$ cat src/rtl/pwm_seq_pkg.sv
// Shared types and default widths for the PWM sample sequencer.
package pwm_seq_pkg;

   typedef enum logic [1:0] {
      StIdle  = 2'd0,
      StFetch = 2'd1,
      StWait  = 2'd2,
      StReady = 2'd3
   } state_e;

   localparam int unsigned ACC_W_DEF    = 16;
   localparam int unsigned ADDR_W_DEF   = 8;
   localparam int unsigned SAMPLE_W_DEF = 12;
   localparam int unsigned DUTY_W_DEF   = 12;
   localparam int unsigned ROM_LAT_DEF  = 1;
   localparam int unsigned SHIFT        = SAMPLE_W_DEF - DUTY_W_DEF;

endpackage

$ cat src/rtl/pwm_phase_acc.sv
// Phase accumulator: adds step on strobe, otherwise holds; exposes the ROM address slice.
module pwm_phase_acc #(
   parameter int unsigned ACC_W  = 16,
   parameter int unsigned ADDR_W = 8
) (
   input  logic              clk,
   input  logic              rst,
   input  logic              add,
   input  logic [ACC_W-1:0]  step,
   output logic [ADDR_W-1:0] addr
);

   logic [ACC_W-1:0] acc_q, acc_d;

   // Carry out of the top bit is dropped, so the phase wraps silently.
   always_comb begin
      acc_d = acc_q;
      if (add) begin
         acc_d = acc_q + step;
      end
   end

   always_ff @(posedge clk) begin
      if (rst) begin
         acc_q <= '0;
      end else begin
         acc_q <= acc_d;
      end
   end

   assign addr = acc_q[ACC_W-1 -: ADDR_W];

endmodule

$ cat src/rtl/pwm_sample_sequencer.sv
// Prefetches waveform samples from ROM into a shadow register and loads them as the PWM duty
// word exactly at the counter wrap.
module pwm_sample_sequencer
   import pwm_seq_pkg::*;
#(
   parameter int unsigned ACC_W    = ACC_W_DEF,
   parameter int unsigned ADDR_W   = ADDR_W_DEF,
   parameter int unsigned SAMPLE_W = SAMPLE_W_DEF,
   parameter int unsigned DUTY_W   = DUTY_W_DEF,
   parameter int unsigned ROM_LAT  = ROM_LAT_DEF
) (
   input  logic                clk,
   input  logic                rst,
   input  logic                en,
   input  logic [ACC_W-1:0]    step,
   input  logic                period_wrap,
   output logic                rom_rd,
   output logic [ADDR_W-1:0]   rom_addr,
   input  logic [SAMPLE_W-1:0] rom_data,
   output logic [DUTY_W-1:0]   duty,
   output logic                duty_load,
   output logic                busy,
   output logic                underrun,
   input  logic                underrun_clr
);

   localparam int unsigned Shift = SAMPLE_W - DUTY_W;
   localparam int unsigned CntW  = (ROM_LAT > 1) ? $clog2(ROM_LAT) : 1;

   state_e              state_q, state_d;
   logic [CntW-1:0]     lat_cnt_q, lat_cnt_d;
   logic [DUTY_W-1:0]   shadow_q, shadow_d;
   logic [DUTY_W-1:0]   duty_q, duty_d;
   logic                duty_load_q, duty_load_d;
   logic                underrun_q, underrun_d;
   logic                underrun_set;
   logic                acc_add;
   logic                lat_last;
   logic [SAMPLE_W-1:0] sample_shifted;

   assign sample_shifted = rom_data >> Shift;
   assign lat_last       = (lat_cnt_q == CntW'(ROM_LAT - 1));

   pwm_phase_acc #(
      .ACC_W  (ACC_W),
      .ADDR_W (ADDR_W)
   ) u_phase_acc (
      .clk  (clk),
      .rst  (rst),
      .add  (acc_add),
      .step (step),
      .addr (rom_addr)
   );

   always_comb begin
      state_d      = state_q;
      lat_cnt_d    = lat_cnt_q;
      shadow_d     = shadow_q;
      duty_d       = duty_q;
      duty_load_d  = 1'b0;
      acc_add      = 1'b0;
      underrun_set = 1'b0;

      // Disable overrides everything, including a simultaneous wrap; phase is kept for resume.
      if (state_q != StIdle && !en) begin
         state_d     = StIdle;
         duty_d      = '0;
         duty_load_d = 1'b1;
      end else begin
         case (state_q)
            StIdle: begin
               if (en) begin
                  state_d = StFetch;
               end
            end
            StFetch: begin
               lat_cnt_d    = '0;
               underrun_set = period_wrap;
               state_d      = StWait;
            end
            StWait: begin
               underrun_set = period_wrap;
               if (lat_last) begin
                  shadow_d = sample_shifted[DUTY_W-1:0];
                  state_d  = StReady;
               end else begin
                  lat_cnt_d = lat_cnt_q + 1'b1;
               end
            end
            StReady: begin
               if (period_wrap) begin
                  duty_d      = shadow_q;
                  duty_load_d = 1'b1;
                  acc_add     = 1'b1;
                  state_d     = StFetch;
               end
            end
            default: state_d = StIdle;
         endcase
      end

      underrun_d = underrun_set | (underrun_q & ~underrun_clr);
   end

   always_ff @(posedge clk) begin
      if (rst) begin
         state_q     <= StIdle;
         lat_cnt_q   <= '0;
         shadow_q    <= '0;
         duty_q      <= '0;
         duty_load_q <= 1'b0;
         underrun_q  <= 1'b0;
      end else begin
         state_q     <= state_d;
         lat_cnt_q   <= lat_cnt_d;
         shadow_q    <= shadow_d;
         duty_q      <= duty_d;
         duty_load_q <= duty_load_d;
         underrun_q  <= underrun_d;
      end
   end

   assign rom_rd    = (state_q == StFetch);
   assign busy      = (state_q != StIdle);
   assign duty      = duty_q;
   assign duty_load = duty_load_q;
   assign underrun  = underrun_q;

endmodule

$ cat config.mk
export PLATFORM = sky130hd
export DESIGN_NAME = pwm_sample_sequencer
export DESIGN_NICKNAME = d
export VERILOG_FILES = /design/src/rtl/pwm_seq_pkg.sv /design/src/rtl/pwm_phase_acc.sv /design/src/rtl/pwm_sample_sequencer.sv
export SDC_FILE = /design/constraint.sdc
export NUM_CORES = 1
export LEC_CHECK = 0
export ABC_AREA = 1
export CORE_MARGIN = 5
export CORE_UTILIZATION = 54
export CTS_BUF_LIST = sky130_fd_sc_hd__clkbuf_2 sky130_fd_sc_hd__clkbuf_4 sky130_fd_sc_hd__clkbuf_8
export CTS_CLUSTER_SIZE = 25
export DETAILED_ROUTE_END_ITERATION = 12
export GPL_TIMING_DRIVEN = 0
export MAX_ROUTING_LAYER = met4
export PLACE_DENSITY = 0.83
export SETUP_SLACK_MARGIN = 0.2
export SLEW_MARGIN = 20
export SYNTH_ARGS = -nofsm -noshare
export SYNTH_HDL_FRONTEND = slang
export SYNTH_HIERARCHICAL = 1
export SYNTH_SLANG_ARGS = --single-unit
$ cat constraint.sdc
create_clock -name clk -period 2.07 [get_ports clk]
set_input_delay 0.5175 -clock clk [delete_from_list [all_inputs] [get_ports clk]]
set_output_delay 0.5175 -clock clk [all_outputs]
set_load 0.02 [all_outputs]
# Word level (Yosys, flattened, before mapping)
# Index checks and enable logic that the tools add are counted.
[totals]
ff_bits = 45
output_inout_bits = 24
in_bits = 33
[classes]
muxes = 12
n_reduce_logical = 11
bitwise = 5
add_sub_neg = 2
eq_ne = 6
[ops]
columns = ["cell", "n"]
rows = [
  ["adder 16 bit", 1],
  ["case mux 2 bit (4 select lines)", 1],
  ["2-to-1 mux 1 bit", 7],
  ["2-to-1 mux 2 bit", 3],
  ["!= test 2 bit, second input constant", 3],
  ["AND reduction 3 bit", 2],
  ["equality test 2 bit, second input constant", 2],
  ["AND reduction 2 bit", 2],
  ["nonzero test 2 bit", 2],
  ["OR reduction 2 bit", 2],
  ["NOT 1 bit", 3],
  ["equality test 2 x 1 -> 1 bit, second input constant", 1],
  ["logical NOT 2 bit", 1],
  ["case mux 1 bit (2 select lines)", 1],
  ["adder 1 bit, second input constant", 1],
  ["bitwise AND 1 bit", 1],
  ["logical AND 1 bit", 1],
  ["logical NOT 1 bit", 1],
  ["OR 1 bit", 1],
]

# Logic depth before layout (Yosys ltp)
# Gate-level depths: netlist of the first run.
[logic_depth]
word_depth = 5
mapped_depth = 12

# Modules after synthesis
# The synthesis of the first run kept the hierarchy.
[modules_own_cells]
columns = ["module", "cells_per_inst", "seq_area_each_um2", "area_per_inst_um2", "n_inst"]
rows = [
  ["pwm_phase_acc", 278, 320.3, 1599.0, 1],
  ["pwm_sample_sequencer", 191, 560.5, 1312.5, 1],
]

# Worst setup path before layout of the first run
# Ideal clock, no wire load.
[synth_path]
kind = "input port to flip-flop"
from = "in step[0]"
to = "reg u_phase_acc.acc_q[8]"
arrival_ns = 1.724
path_slack_ns = 0.237
path_stages = 11
path_buffers = 0
required_ns = 1.961
setup_ns = 0.109
path_cell_list = "ha_1 > fa_1 > nand2_1 > nand2_1 > and2_4 > nand2_2 > nand2_1 > xnor2_1 > nand2_1 > nand2_1 > inv_1"
[synth_via]
elab_chain_cells = 1
[synth_rtl]
columns = ["element", "line", "source"]
rows = [
  ["from (decl)", "pwm_sample_sequencer.sv:15", "input logic [ACC_W-1:0] step,"],
  ["adder 16 bit", "pwm_phase_acc.sv:19", "acc_d = acc_q + step;"],
  ["to (signal assigned)", "pwm_phase_acc.sv:25", "acc_q <= '0;"],
  ["to (signal assigned)", "pwm_phase_acc.sv:27", "acc_q <= acc_d;"],
  ["to (decl)", "pwm_phase_acc.sv:13", "logic [ACC_W-1:0] acc_q, acc_d;"],
]
# No other way between the ends.
# A chain may end at the register's enable or synchronous reset.

# Worst setup path after layout of the first run
[layout_path]
from = "in step[8]"
to = "reg u_phase_acc.acc_q[14]"
# The elaborated chain is that of the path after synthesis.

==> impl_metrics.tcl, run 1 <==
set metrics [dict create \
    wl_per_cell_um 11.4 \
    port_buffers 56 \
    route.detailed.drc 0 \
    area_delta_synth_final_pct 32.7 \
    grt-busiest-layer "met2" \
    die_w_um 83.4 \
    worst_ep_required_time_ns 2.28 \
    p_sw_uw 1120 \
    grt_use_met2 0.369 \
    status "complete, no violations" \
    drive_gt1_frac 0.153 \
    syn_area_um2 2910 \
    initial_core_util 0.563 \
    nets 590 \
    cts_tree "yes" \
    firstDrtPassIters 4 \
    routabilityCongestion 0.910 \
    grt_pass1_wl_mm 11.8 \
    clk_path_buf_depth 2 \
    relSlewSlack 0.839 \
    postSynthAreaPerCell_um2 6.21 \
    post-route-cell-area_um2 3860 \
    first_global_vias 2756 \
    path_class "input pin to flip-flop" \
    p_comb_frac 0.408 \
    hold_viol_final 0 \
    ys_ff_latch 44 \
    vias 2871 \
    power_frac_seq 0.369 \
    grt_usage 0.206 \
    fp.dieArea_um2 6960 \
    synth_nets 524 \
    fmax_mhz 542 \
    post-place-cells 595 \
    worst-path-stages 12 \
    critPathCaptureType "flip-flop" \
    drv_cap 0 \
    dpl_cell_area_um2 3560 \
    ys.warnings.count 6 \
    path_max_fanout 4 \
    fin_crit_sh 0.892 \
    synth_area_leader_cell "dfxtp_1" \
    mostFrequentLayoutCell "nand2_1" \
    grt_setup_unrepaired "true" \
    worstMarginPinSlew_ns 0.241 \
    drt_iter0_markers 168 \
    ant_nets 0 \
    maxSlewViolCount 0 \
    core_um2 5170 \
    h-tree-depth 2 \
    diodes 0 \
    clock_sinks 44 \
    cp.arrival_ns 2.05 \
    syn_inst 469 \
    gr-usage-met3 0.0505 \
    ys_types 26 \
    final_cell_mix "131 x nand2_1, 85 x inv_1, 64 x nor2_1" \
    internal_power_uw 1870 \
    clkPwrFrac 0.223 \
    dpl.hpwl_mm 5.10 \
    synth_seq_area_share 0.303 \
    worstPathCellList "clkdlybuf4s50_1 > ha_1 > nand2_1 > inv_1 > nand2_1 > nand2_1 > a21oi_2 > nand2_1 > nand2_1 > nand3_1 > nand2_1 > inv_1" \
    cts_root_buffer "clkbuf_8" \
    crit_family "simple AND/OR/NAND/NOR gates" \
    antenna_found_initial 0 \
    via_per_inst 4.74 \
    worstSetupStartpointType "input pin" \
    clkSlewWorstSetupHoldPaths_ns 0.09 \
    leakagePower_uw 0.00217 \
    overflow 0 \
    cts_made_buffers 5 \
    reg2reg_depth 9 \
    crit_buf_inv 3 \
    cp_slowest_cell "clkdlybuf4s50_1" \
    worstSkewPairLatency_ns 0.30 \
    period_needed_ns 1.85 \
    yosys.area.top_type_share 0.303 \
    finalSetupViolCount 0 \
    p_sw_frac 0.374 \
    grt_max_degree 15 \
    boundaryPins 57 \
    die_y_um 83.4 \
    hold_path_class "flip-flop to flip-flop" \
    rows 26 \
    final-seq-area_um2 883 \
    met1_usage 0.223 \
    final_cells 606 \
    holdPathStages 2 \
    synthTopCellsByArea "dfxtp_1 30%, nand2_1 19%, inv_1 11%" \
    slowest_delay_ns 0.41 \
    cp_common_cell "nand2_1" \
    wirelength_mm 6.91 \
    multi_input_area_um2 1720 \
    nFillCells 432 \
    clock_skew_ns 0.00359 \
    p_per_area_nw_per_um2 775 \
    peakVddDrop_v 0.000626 \
]
## power by group through the flow
stage | registers, uW | logic [uW] | clock network (uW)
final | 1110 | 1220 | 667
after global routing | 1130 | 1380 | 728
after CTS | 1090 | 1190 | 686
after detailed placement | 1110 | 1190 | 0
after global placement | 1100 | 1160 | 0
after floorplan | 1110 | 847 | 0
## tightest hold or removal path: cells and delay by family, from the launching register on
family	cells	cell delay, ns
AO/OA/AOI/OAI	1	0.05
flip-flops	1	0.32
AND/OR/NAND/NOR	1	0.06
## synth_stat cells
library cell and count:
inv_1 85, nand4_1 1, ha_1 21, inv_2 2, o21ai_0 3, nand2_1 146, buf_6 3, clkbuf_1 2
nor2_2 1, a21oi_1 12, or2_4 1, nor3_2 1, nor3_1 2, dfxtp_1 44, nor2_1 65, buf_2 4
xnor2_1 3, buf_4 12, fa_1 1, xor2_1 2, nand3b_1 3, nor2_4 2, nand2_2 2, and2_4 1
nand3_1 49, or2_1 1
## layout make-up
type | count | area share
buffer | 21 | 0.0405
clock buffer | 5 | 0.0178
clock inverter | 3 | 0.0110
inverter | 87 | 0.0845
multi-input combinational | 317 | 0.444
sequential | 44 | 0.229
tap | 70 | 0.0227
timing repair buffer | 59 | 0.151
## path summary, 6_finish.rpt
| path | from | endpoint | slack [ns] |
|---|---|---|---|
| max reg2reg | state_q[0]$_SDFFE_PP0P_ | u_phase_acc/acc_q[7]$_SDFFE_PP0P_ | 0.37 |
| max | step[8] | u_phase_acc/acc_q[14]$_SDFFE_PP0P_ | 0.22 |
| min reg2reg | u_phase_acc/acc_q[0]$_SDFFE_PP0P_ | u_phase_acc/acc_q[0]$_SDFFE_PP0P_ | 0.48 |
| min | u_phase_acc/acc_q[0]$_SDFFE_PP0P_ | u_phase_acc/acc_q[0]$_SDFFE_PP0P_ | 0.48 |
## repair_timing
action,in CTS,in global routing
hold buffers,0,0
pin swaps,9,12
gates resized for setup,23,43
setup endpoints to repair,24,17
setup buffers,3,0
cloned,0,0
## per-stage QoR
step / worst slack (ns) / util / TNS [ns] / total power, uW / hold slack [ns]
global route: 0.126 / 0.747 / 0 / 3240 / 0.507
detailed placement: -0.344 / 0.688 / -3.39 / 2300 / 0.470
global placement: -0.322 / 0.688 / -3.18 / 2260 / 0.453
floorplan: 0.237 / - / 0 / 1950 / 0.443
CTS: 0.108 / 0.721 / 0 / 2970 / 0.488
finish: 0.224 / 0.747 / 0 / 2990 / 0.481
## sequential cells by signal, indices dropped and copies added, names as in the netlist
name	count
duty_load	1
duty	12
underrun	1
state_q	2
shadow_q	12
u_phase_acc/acc_q	16
## layer usage
layer,share of wire,up-vias
li1,-,1527
met1,0.41,1250
met2,0.51,86
met3,0.063,8
met4,0.011,0
met5,0,-
## cells by family after synthesis
logic type / Yosys count / share of synthesized area
AO/OA/AOI/OAI: 15 / 0.0258
XOR/XNOR: 5 / 0.0150
adder cells (fa/ha/maj): 22 / 0.0971
buffers and inverters: 108 / 0.164
flip-flops: 44 / 0.303
AND/OR/NAND/NOR: 275 / 0.395
No activity file was read; power rests on OpenSTA's default activity.
==> run 2, diff against run 1 <==
--- a/config.mk
+++ b/config.mk
@@ -6,6 +6,7 @@
 export NUM_CORES = 1
 export LEC_CHECK = 0
 export ABC_AREA = 1
+export CAP_MARGIN = 20
 export CORE_MARGIN = 5
 export CORE_UTILIZATION = 54
 export CTS_BUF_LIST = sky130_fd_sc_hd__clkbuf_2 sky130_fd_sc_hd__clkbuf_4 sky130_fd_sc_hd__clkbuf_8
@@ -14,7 +15,7 @@
 export GPL_TIMING_DRIVEN = 0
 export MAX_ROUTING_LAYER = met4
 export PLACE_DENSITY = 0.83
-export SETUP_SLACK_MARGIN = 0.2
+export SKIP_LAST_GASP = 1
 export SLEW_MARGIN = 20
 export SYNTH_ARGS = -nofsm -noshare
 export SYNTH_HDL_FRONTEND = slang
==> impl_metrics.tcl, run 2 (synthesized netlist as in run 1, its figures left out) <==
set metrics [dict create \
    status "complete, no violations" \
    final_cells 603 \
    clkPwrFrac 0.226 \
    p_total_uw 2950 \
    worst_ep_required_time_ns 2.28 \
    finalSetupViolCount 0 \
    final_cell_mix "143 x nand2_1, 85 x inv_1, 65 x nor2_1" \
    initial_core_util 0.563 \
    cts_tree "yes" \
    drv_cap 0 \
    first_global_vias 2733 \
    port_buffers 56 \
    largest_reg_flops 16 \
    routabilityCongestion 0.910 \
    top_layer "met4" \
    p_comb_frac 0.403 \
    clock_sinks 44 \
    fin_crit_sh 0.957 \
    firstDrtPassIters 5 \
    fp.dieArea_um2 6960 \
    vias 2838 \
    dpl_cell_area_um2 3560 \
    clk_path_buf_depth 2 \
    p_per_area_nw_per_um2 797 \
    core_um2 5170 \
    clock_skew_ns 0.00384 \
    cts_made_buffers 5 \
    cp_slowest_cell "clkdlybuf4s50_1" \
    nets 587 \
    area_delta_synth_final_pct 27.1 \
    die_y_um 83.4 \
    worstPathCellList "clkdlybuf4s50_1 > ha_2 > fa_2 > nand2_1 > nand2_1 > and2_4 > nand2_2 > nand2_1 > xnor2_1 > nand2_1 > nand2_1 > inv_1" \
    slowest_delay_ns 0.40 \
    cp.arrival_ns 2.19 \
    p_sw_uw 1090 \
    boundaryPins 57 \
    period_needed_ns 1.98 \
    die_w_um 83.4 \
    dpl.hpwl_mm 5.10 \
    nFillCells 463 \
    via_per_inst 4.71 \
    worstSkewPairLatency_ns 0.30 \
    mostFrequentLayoutCell "nand2_1" \
    met2_length_mm 3.24 \
    worstSetupStartpointType "input pin" \
    clkSlewWorstSetupHoldPaths_ns 0.09 \
    h-tree-depth 2 \
    fmax_mhz 505 \
    leakagePower_uw 0.00206 \
    hold_viol_final 0 \
    drt_iter0_markers 164 \
    diodes 0 \
    hold_path_class "flip-flop to flip-flop" \
    route.detailed.drc 0 \
    ant_nets 0 \
    drt-met1-wl_mm 2.80 \
    largest_register "u_phase_acc/acc_q" \
    grt_setup_unrepaired "true" \
    critPathCaptureType "flip-flop" \
    worstMarginPinSlew_ns 0.403 \
    post-cts-setup-buffers 0 \
    antenna_found_initial 0 \
    wl_per_cell_um 10.9 \
    setup_tns_ns 0 \
    rows 26 \
    grt_max_degree 15 \
    power_frac_seq 0.371 \
    path_max_fanout 3 \
    maxSlewViolCount 0 \
    peakVddDrop_v 0.000625 \
    relSlewSlack 0.731 \
    overflow 0 \
    grt_usage 0.201 \
    post-route-cell-area_um2 3700 \
    path_class "input pin to flip-flop" \
    post-place-cells 595 \
    p_sw_frac 0.369 \
    postCtsHoldBufs 0 \
    cp_common_cell "nand2_1" \
    wirelength_mm 6.55 \
    met3RoutedLength_um 404 \
    cts_root_buffer "clkbuf_8" \
    grt_pass1_wl_mm 11.6 \
    internal_power_uw 1860 \
    drive_gt1_frac 0.0826 \
]
run 2: changes by cell type in the layout (fill, tap and decap cells not counted), moves of 6 or more:
cell	change
dlymetal6s2s_1	-6
ha_2	-6
dlygate4sd2_1	-10
nand2_1	+12
ha_1	+11
clkdlybuf4s50_1	+18
nand2_2	-12
run 2: final timing paths:
path,startpoint,end,cells after the start,slack [ns]
max,step[0],u_phase_acc/acc_q[8]$_SDFFE_PP0P_,12,0.09
min,u_phase_acc/acc_q[0]$_SDFFE_PP0P_,u_phase_acc/acc_q[0]$_SDFFE_PP0P_,2,0.48
max reg2reg,state_q[0]$_SDFFE_PP0P_,u_phase_acc/acc_q[7]$_SDFFE_PP0P_,9,0.26
min reg2reg,u_phase_acc/acc_q[0]$_SDFFE_PP0P_,u_phase_acc/acc_q[0]$_SDFFE_PP0P_,2,0.48
run 2: final cells by class:
type                            instances  area, um^2  area share
Clock inverter                          3        42.5      0.0115
Buffer                                 21         155      0.0419
Timing Repair Buffer                   56         562       0.152
Sequential cell                        44         881       0.238
Tap cell                               70        87.6      0.0237
Clock buffer                            5        68.8      0.0186
Multi-Input combinational cell        317        1580       0.426
Inverter                               87         327      0.0882
run 2: power groups by stage:
stage	logic (uW)	clock network (uW)	registers, uW
final	1190	668	1090
after global routing	1350	728	1120
after CTS	1190	686	1090
after detailed placement	1190	0	1110
after global placement	1160	0	1100
after floorplan	847	0	1110
run 2: routing by layer:
metal	up-vias	track usage
met5	-	-
met4	0	0.0658
met3	11	0.0495
met2	75	0.356
met1	1226	0.222
li1	1526	-
run 2: stage by stage:
step	util	hold WS, ns	setup WS, ns
2_1_floorplan	-	0.443	0.237
3_3_place_gp	0.688	0.453	-0.322
3_5_place_dp	0.688	0.470	-0.344
4_1_cts	0.710	0.483	0.00562
5_1_grt	0.716	0.508	-0.0309
6_report	0.716	0.481	0.0891
run 2: worst max-delay path: cells and delay by family:
family | cells | cell delay [ns]
and+or+nand+nor | 7 | 0.56
adders and majority gates | 2 | 0.54
buffers and inverters | 2 | 0.43
xor gates and xnor gates | 1 | 0.14
run 2: timing repair:
action,in CTS,in global routing
endpoints found under the setup margin,3,11
pin swaps,0,3
resized for setup,2,9
cloned,0,0
